==> src/rtl/fft_bfly_unit.sv <==
// Pipelined radix-2 butterfly: X = A + W*B, Y = A - W*B, written back in place.
// Define FFT_BFLY_SCALE_EN for per-stage halving with round-half-up; otherwise outputs saturate.
module fft_bfly_unit #(
  parameter int N_SAMPLES = 8,
  parameter int DATA_W    = 16,
  parameter int TW_W      = 16,
  parameter int AW        = $clog2(N_SAMPLES)
) (
  input  logic                clk,
  input  logic                rst,
  input  logic                in_valid,
  output logic                in_ready,
  input  logic [AW-1:0]       addr1,
  input  logic [AW-1:0]       addr2,
  input  logic [AW-1:0]       addrT,
  input  logic [AW-1:0]       stage,
  input  logic                in_last,
  output logic [AW-1:0]       rd_addr_a,
  output logic [AW-1:0]       rd_addr_b,
  input  logic [2*DATA_W-1:0] rd_data_a,
  input  logic [2*DATA_W-1:0] rd_data_b,
  output logic [AW-2:0]       tw_addr,
  input  logic [2*TW_W-1:0]   tw_data,
  output logic                wr_en,
  output logic [AW-1:0]       wr_addr_a,
  output logic [AW-1:0]       wr_addr_b,
  output logic [2*DATA_W-1:0] wr_data_a,
  output logic [2*DATA_W-1:0] wr_data_b,
  output logic                busy,
  output logic                done
);

  localparam int PW = DATA_W + TW_W + 1;
  localparam int SW = DATA_W + 2;
  localparam logic signed [PW-1:0] RND = PW'(1) <<< (TW_W - 2);
`ifndef FFT_BFLY_SCALE_EN
  localparam logic signed [SW-1:0] SAT_MAX = SW'((2 ** (DATA_W - 1)) - 1);
  localparam logic signed [SW-1:0] SAT_MIN = SW'(-(2 ** (DATA_W - 1)));
`endif

  logic                     p0_valid, p0_last;
  logic                     p1_valid, p1_last;
  logic                     p2_valid, p2_last;
  logic                     wr_last;
  logic [AW-1:0]            p1_a1, p1_a2, p2_a1, p2_a2;
  logic signed [DATA_W-1:0] p2_a_re, p2_a_im;
  logic signed [DATA_W:0]   p2_wb_re, p2_wb_im;
  logic [AW-1:0]            last_stage;
  logic                     first_seen;
  logic                     accept;
  logic                     unused_addrt_msb;

  logic signed [DATA_W-1:0] a_re, a_im, b_re, b_im;
  logic signed [TW_W-1:0]   w_re, w_im;
  logic signed [PW-1:0]     prod_re, prod_im;
  logic signed [DATA_W:0]   wb_re, wb_im;
  logic signed [SW-1:0]     x_re, x_im, y_re, y_im;

  assign unused_addrt_msb = addrT[AW-1];

  // busy covers tuples not yet presented on the write port; a new stage may be
  // accepted in the write cycle because its RAM read lands one edge after that write.
  assign busy     = p0_valid | p1_valid | p2_valid;
  assign in_ready = !(in_valid && first_seen && (stage != last_stage) && busy);
  assign accept   = in_valid & in_ready;

  assign a_re = rd_data_a[2*DATA_W-1:DATA_W];
  assign a_im = rd_data_a[DATA_W-1:0];
  assign b_re = rd_data_b[2*DATA_W-1:DATA_W];
  assign b_im = rd_data_b[DATA_W-1:0];
  assign w_re = tw_data[2*TW_W-1:TW_W];
  assign w_im = tw_data[TW_W-1:0];

  assign prod_re = PW'(b_re) * PW'(w_re) - PW'(b_im) * PW'(w_im) + RND;
  assign prod_im = PW'(b_re) * PW'(w_im) + PW'(b_im) * PW'(w_re) + RND;
  assign wb_re   = (DATA_W + 1)'(prod_re >>> (TW_W - 1));
  assign wb_im   = (DATA_W + 1)'(prod_im >>> (TW_W - 1));

  always_comb begin
    x_re = SW'(p2_a_re) + SW'(p2_wb_re);
    x_im = SW'(p2_a_im) + SW'(p2_wb_im);
    y_re = SW'(p2_a_re) - SW'(p2_wb_re);
    y_im = SW'(p2_a_im) - SW'(p2_wb_im);
  end

  function automatic logic [DATA_W-1:0] conv(input logic signed [SW-1:0] s);
`ifdef FFT_BFLY_SCALE_EN
    logic signed [SW-1:0] r;
    r = (s + SW'(1)) >>> 1;
    return DATA_W'(r);
`else
    if (s > SAT_MAX) return DATA_W'(SAT_MAX);
    if (s < SAT_MIN) return DATA_W'(SAT_MIN);
    return DATA_W'(s);
`endif
  endfunction

  always_ff @(posedge clk or posedge rst) begin
    if (rst) begin
      p0_valid   <= 1'b0;
      p0_last    <= 1'b0;
      p1_valid   <= 1'b0;
      p1_last    <= 1'b0;
      p2_valid   <= 1'b0;
      p2_last    <= 1'b0;
      wr_last    <= 1'b0;
      rd_addr_a  <= '0;
      rd_addr_b  <= '0;
      tw_addr    <= '0;
      p1_a1      <= '0;
      p1_a2      <= '0;
      p2_a1      <= '0;
      p2_a2      <= '0;
      p2_a_re    <= '0;
      p2_a_im    <= '0;
      p2_wb_re   <= '0;
      p2_wb_im   <= '0;
      wr_en      <= 1'b0;
      wr_addr_a  <= '0;
      wr_addr_b  <= '0;
      wr_data_a  <= '0;
      wr_data_b  <= '0;
      done       <= 1'b0;
      last_stage <= '0;
      first_seen <= 1'b0;
    end else begin
      p0_valid <= accept;
      p0_last  <= accept & in_last;
      if (accept) begin
        rd_addr_a  <= addr1;
        rd_addr_b  <= addr2;
        tw_addr    <= addrT[AW-2:0];
        last_stage <= stage;
        first_seen <= 1'b1;
      end
      // RAM/ROM data appear while the tuple sits in p1
      p1_valid  <= p0_valid;
      p1_last   <= p0_last;
      p1_a1     <= rd_addr_a;
      p1_a2     <= rd_addr_b;
      p2_valid  <= p1_valid;
      p2_last   <= p1_last;
      p2_a1     <= p1_a1;
      p2_a2     <= p1_a2;
      p2_a_re   <= a_re;
      p2_a_im   <= a_im;
      p2_wb_re  <= wb_re;
      p2_wb_im  <= wb_im;
      wr_en     <= p2_valid;
      wr_last   <= p2_last;
      wr_addr_a <= p2_a1;
      wr_addr_b <= p2_a2;
      wr_data_a <= {conv(x_re), conv(x_im)};
      wr_data_b <= {conv(y_re), conv(y_im)};
      done      <= wr_en & wr_last;
    end
  end

endmodule
==> config.mk <==
export PLATFORM = sky130hd
export DESIGN_NAME = fft_bfly_unit
export DESIGN_NICKNAME = d
export VERILOG_FILES = /design/src/rtl/fft_bfly_unit.sv
export SDC_FILE = /design/constraint.sdc
export NUM_CORES = 2
export LEC_CHECK = 0
export BUFFER_PORTS_ARGS = -buffer_cell sky130_fd_sc_hd__buf_2
export CELL_PAD_IN_SITES_DETAIL_PLACEMENT = 1
export CELL_PAD_IN_SITES_GLOBAL_PLACEMENT = 1
export CORE_MARGIN = 1
export CORE_UTILIZATION = 50
export CTS_BUF_LIST = sky130_fd_sc_hd__clkbuf_8
export DETAILED_ROUTE_END_ITERATION = 8
export PLACE_DENSITY_LB_ADDON = 0.1
export RECOVER_POWER = 50
export SYNTH_ARGS = -nofsm -noshare
export SYNTH_HDL_FRONTEND = slang
export SYNTH_SLANG_ARGS = --single-unit
==> constraint.sdc <==
create_clock -name clk -period 6.4 [get_ports clk]
set_input_delay 0.64 -clock clk [delete_from_list [all_inputs] [get_ports clk]]
set_output_delay 0.64 -clock clk [all_outputs]
set_load 0.005 [all_outputs]
### Yosys cells after proc, flatten, opt, wreduce, memory -nomap -nowiden

Index checks and enable logic that the tools add are counted.

* add/sub/neg operators: 8
* multipliers: 4
* magnitude comparators: 8
* equality and inequality tests: 1
* mux-type cells: 28
* bitwise gates (word level): 5
* reduce and logical (&&, ||, !) cells: 4

Operator list (number)
* two-way mux 16 bit: 16
* multiplier 16 x 16 -> 32 bit: 4
* > comparator 18 x 16 -> 1 bit (second input constant): 4
* less-than comparator 18 x 16 -> 1 bit (second input constant): 4
* adder 32 x 16 -> 32 bit (second input constant): 2
* adder 16 x 17 -> 18 bit: 2
* subtractor 16 x 17 -> 18 bit: 2
* adder 32 bit: 1
* subtractor 32 bit: 1
* two-way mux 1 bit: 12
* AND 1 bit: 3
* logical AND 1 bit: 3
* != test 3 bit: 1
* OR 1 bit: 2
* logical NOT 1 bit: 1

* bits in registers: 169
* input port bits: 112
* output and inout bits: 82
* logic and storage cells: 84

### Longest topological paths before layout

* word-level depth: 6
* mapped depth: 28
* gate-level depth less buffers: 27

### Worst setup path before layout

Ideal clock, no wire load.

* path type: input to register
* from: input port rd_data_b[15]
* to: register p2_wb_im[16]
* setup time: 0.080 ns
* data arrival time: 7.539 ns
* data required time: 6.320 ns
* slack: -1.219 ns
* stages on the path: 24
* buffers on the path: 1
* path through: clkbuf_1 -> and2_1 -> inv_1 -> fa_1 -> fa_1 -> fa_1 -> inv_1 -> fa_1 -> inv_1 -> fa_1 -> fa_1 -> fa_1 -> fa_1 -> inv_1 -> ha_1 -> a21o_1 -> a21o_1 -> a21o_1 -> a21o_1 -> a221oi_1 -> a21boi_1 -> a311o_1 -> a21oi_1 -> xnor2_1

* word-level cells in the longest chain between the ends: 3

Ends and longest elaborated chain
* from (decl): RTL line 21 `input logic [2*DATA_W-1:0] rd_data_b,`
* multiplier 16 x 16 -> 32 bit: RTL line 75 `assign prod_im = PW'(b_re) * PW'(w_im) + PW'(b_im) * PW'(w_re) + RND;`
* adder 32 bit: RTL line 75
* adder 32 x 16 -> 32 bit: RTL line 75
* via prod_im[31]: RTL line 55 `logic signed [PW-1:0] prod_re, prod_im;`
* to (signal assigned): RTL line 148 `p2_wb_im <= wb_im;`
* to (decl): RTL line 47 `logic signed [DATA_W:0] p2_wb_re, p2_wb_im;`

The timed path passes the listed nets, and every way through them passes these cells.
A chain may end at the register's enable or synchronous reset.

### Worst setup path in the final report

* from: input port tw_data[1]
* to: register p2_wb_im[14]

* word-level cells in the longest chain between the ends: 3

Ends and longest elaborated chain
* from (decl): RTL line 23 `input logic [2*TW_W-1:0] tw_data,`
* multiplier 16 x 16 -> 32 bit: RTL line 75
* adder 32 bit: RTL line 75
* adder 32 x 16 -> 32 bit: RTL line 75
* via prod_im[29]: RTL line 55

The timed path passes the listed nets, and every way through them passes these cells.

==> metrics.md <==
| Metric | Value |
|---|---|
| Worst Setup Path Type | `primary input to flip-flop` |
| Number of distinct library cells after synthesis | `81` |
| Final count of hold timing violations | `0` |
| Worst-case reg-to-reg path depth | `10` |
| Fillcell total | `10400` |
| Average size of a mapped cell | `9.55 um2` |
| Arrival time at the worst endpoint | `7.42 ns` |
| Number of global-route vias before repair | `41300` |
| Per-cell routed wire length | `22.2 um` |
| Count of flip-flops with a built-in enable after synthesis | `0` |
| Synth Cell Area | `47400 um2` |
| Synthesized netlist cell count | `4968` |
| Slew at the pin closest to its max-slew limit | `4.47 ns` |
| Most frequent cell on the critical path | `fa_1` |
| Yosys Warn Count | `0` |
| Slowest stage cell, crit path | `fa_1` |
| Num rows | `112` |
| Placed insts | `6621` |
| Number of buffers created by CTS | `17` |
| Most used cells in the layout excluding fill and tap cells | `inv_1 (1275), fa_1 (1093), nand2_1 (554), buf_4 (433), and2_1 (417)` |
| Final GP Congestion | `0.900` |
| Standard cell core area | `93600 um2` |
| Die area | `96100 um2` |
| Number of hold buffers added after cts | `0` |
| Detailed-route via count | `35400` |
| Rel. slew slack | `-1.98` |
| Depth of the worst hold-timing path | `1` |
| Fraction of layout cells with a size suffix above 1 | `0.194` |
| Buffers added on ports | `192` |
| Total number of clock tree sinks | `169` |
| Detailed placement HPWL | `121 mm` |
| Maximum level of the CTS H-tree | `4` |
| CP startpoint kind | `primary input` |
| Mean number of vias per cell | `5.21` |
| Buffers and inverters on the worst path | `8` |
| RSZ-0062 raised after global routing | `yes` |
| All-layer global routing usage | `0.322` |
| Wire length of the first global-routing pass | `231 mm` |
| Fraction of registers with async set/reset | `1.00` |
| Largest driver fanout on the critical path | `15` |
| DRC | `0` |
| Count of cell instances traversed by the critical path | `27` |
| Effective utilization at floorplan | `0.507` |
| Register bit total from synthesis | `169` |
| Final max-slew violation count | `172` |
| Setup TNS | `-7.81 ns` |
| Detailed router's first-iteration violation count | `2103` |
| Area growth from synthesis to layout | `19.6%` |
| Portion of the post-synthesis area used by sequential elements | `0.0891` |
| CTS tree | `yes` |
| Largest net degree at the start of global routing | `106` |
| Largest area contributor in the netlist | `fa_1` |
| Shortest clock period the worst path allows after layout | `6.87 ns` |
| Clock latency of the later-clocked register in the worst-skew pair | `0.65 ns` |
| Overall routed net length | `150 mm` |
| Top area cells in the synthesized netlist | `fa_1 (49%), inv_1 (11%), ha_1 (9.6%)` |
| Setup violations, final | `27` |
| Number of nets with antenna violations after routing | `0` |
| Final critical-path share of the clock period | `1.07` |
| Total grt overflow | `0` |
| Syn Nets | `6597` |
| Antenna violations before repair | `6` |
| Post-layout net count | `7144` |
| Final cell count without fillers | `6788` |
| Clock Root Buffer | `clkbuf_8` |
| Post-route standard cell area excluding fillers | `56700 um2` |
| Number of detailed-route iterations in the first pass | `7` |
| Data required time of the worst path | `6.96 ns` |
| Kind of end point of the critical path | `flip-flop` |
| Worst min path class | `primary input to flip-flop` |
| Ys flop type | `dfrtp_1` |
| Result of the run | `finished with violations` |
| Clock transition at the register clock pins on the worst setup and hold paths after CTS | `0.16 ns` |
| Die span in y | `310 um` |
| Worst hold margin | `0.0797 ns` |
| Violated checks | `capacitance limit, slew limit, setup timing` |
| Clock Path Buffers | `2` |
| Horiz. Die Dim | `310 um` |
| I/O pins | `194` |
| Fin Clk Skew | `0.0605 ns` |
| Largest incremental delay on the critical path | `0.53 ns` |
| Most common cell after layout, fill and taps aside | `inv_1` |
| Cell type group with the largest total delay on the critical path | `adder cells` |
| Number of maximum-capacitance violations | `2` |
| Worst-case setup margin in the final layout | `-0.468 ns` |
| Area post-placement | `53400 um2` |
| Portion of synthesized cell area occupied by the leading cell type | `0.487` |
| Fmax | `146 MHz` |
==> timing repair <==
item,in CTS,in global routing
buffers inserted,93,30
resized for setup,324,126
gates cloned,6,6
pin swaps,172,128
endpoints found under the setup margin,30,32
==> synthesized netlist by cell type, types with 7 or more instances <==
cell type     n
ha_1        364
a21o_1       37
xor2_1       26
o21a_1       12
or3_1         8
nand2_1     578
nand4_1       7
clkbuf_1    205
nor2b_1      43
nor3_1       22
a21oi_1      69
a211oi_1     11
nor2_1       80
dfrtp_1     169
nand2b_1     40
buf_2        13
and2_1      450
or2_2         8
o21bai_1     11
nor3b_1       8
o21ai_1      11
fa_1       1153
and3_1        8
nand3_1      13
inv_1      1328
a31oi_1      13
o21ai_0      72
xnor2_1     104
==> area by class of cell <==
type | count | area, um2 | share of cell area
Multi-Input combinational cell | 3242 | 38400 | 0.676
Timing Repair Buffer | 757 | 7170 | 0.126
Inverter | 1328 | 5000 | 0.0882
Sequential cell | 169 | 4230 | 0.0745
Tap cell | 1254 | 1570 | 0.0277
Clock buffer | 17 | 234 | 0.00412
Clock inverter | 14 | 155 | 0.00273
Antenna cell | 7 | 17.5 | 0.000309
==> sequential cells by signal, summed over array words and instances, names as in the netlist, 3 cells and up <==
register	cells
last_stage	3
rd_addr_a	3
p2_wb_re	17
p2_wb_im	17
p2_a2	3
p2_a_im	16
rd_addr_b	3
wr_addr_a	3
p2_a_re	16
p2_a1	3
p1_a2	3
p1_a1	3
wr_data_a	32
wr_data_b	32
wr_addr_b	3
==> path summary, 6_finish.rpt <==
| check | from | endpoint | slack, ns |
|---|---|---|---|
| setup / recovery | tw_data[1] | p2_wb_im[14] | -0.47 |
| hold / removal | rd_data_a[21] | p2_a_re[5] | 0.08 |
| setup reg to reg | p2_a_im[2] | wr_data_a[4] | 2.28 |
| hold reg to reg | p0_last | p1_last | 0.32 |
| max in group asynchronous | rst | wr_data_b[22] | 1.24 |
| min in group asynchronous | rst | p1_a2[2] | 1.70 |
==> per-layer routing <==
metal,vias to the layer above,track usage,wire [um],share of wire
met5,-,0,13,0.000086
met4,2,0.116,5840,0.039
met3,239,0.0517,8470,0.056
met2,939,0.550,75500,0.50
met1,18800,0.415,60600,0.40
li1,15400,-,-,-
==> cells by family after synthesis <==
| logic type | Yosys count | synth area share |
|---|---|---|
| AOI/OAI and AO/OA | 304 | 0.0433 |
| xor gates and xnor gates | 130 | 0.0240 |
| adders and majority gates | 1517 | 0.583 |
| buffers and inverters | 1557 | 0.125 |
| DFF | 169 | 0.0891 |
| muxes | 2 | 0.000448 |
| and+or+nand+nor | 1289 | 0.136 |
==> stage by stage <==
stage / setup WS [ns] / utilization
floorplan: -0.654 / -
global placement: -1.23 / 0.570
detailed placement: -1.50 / 0.570
CTS: -0.329 / 0.597
global route: -0.711 / 0.606
finish: -0.468 / 0.606
Power is not shown: default switching activity piles up to over one toggle a cycle in this logic, so the estimate is an artifact.
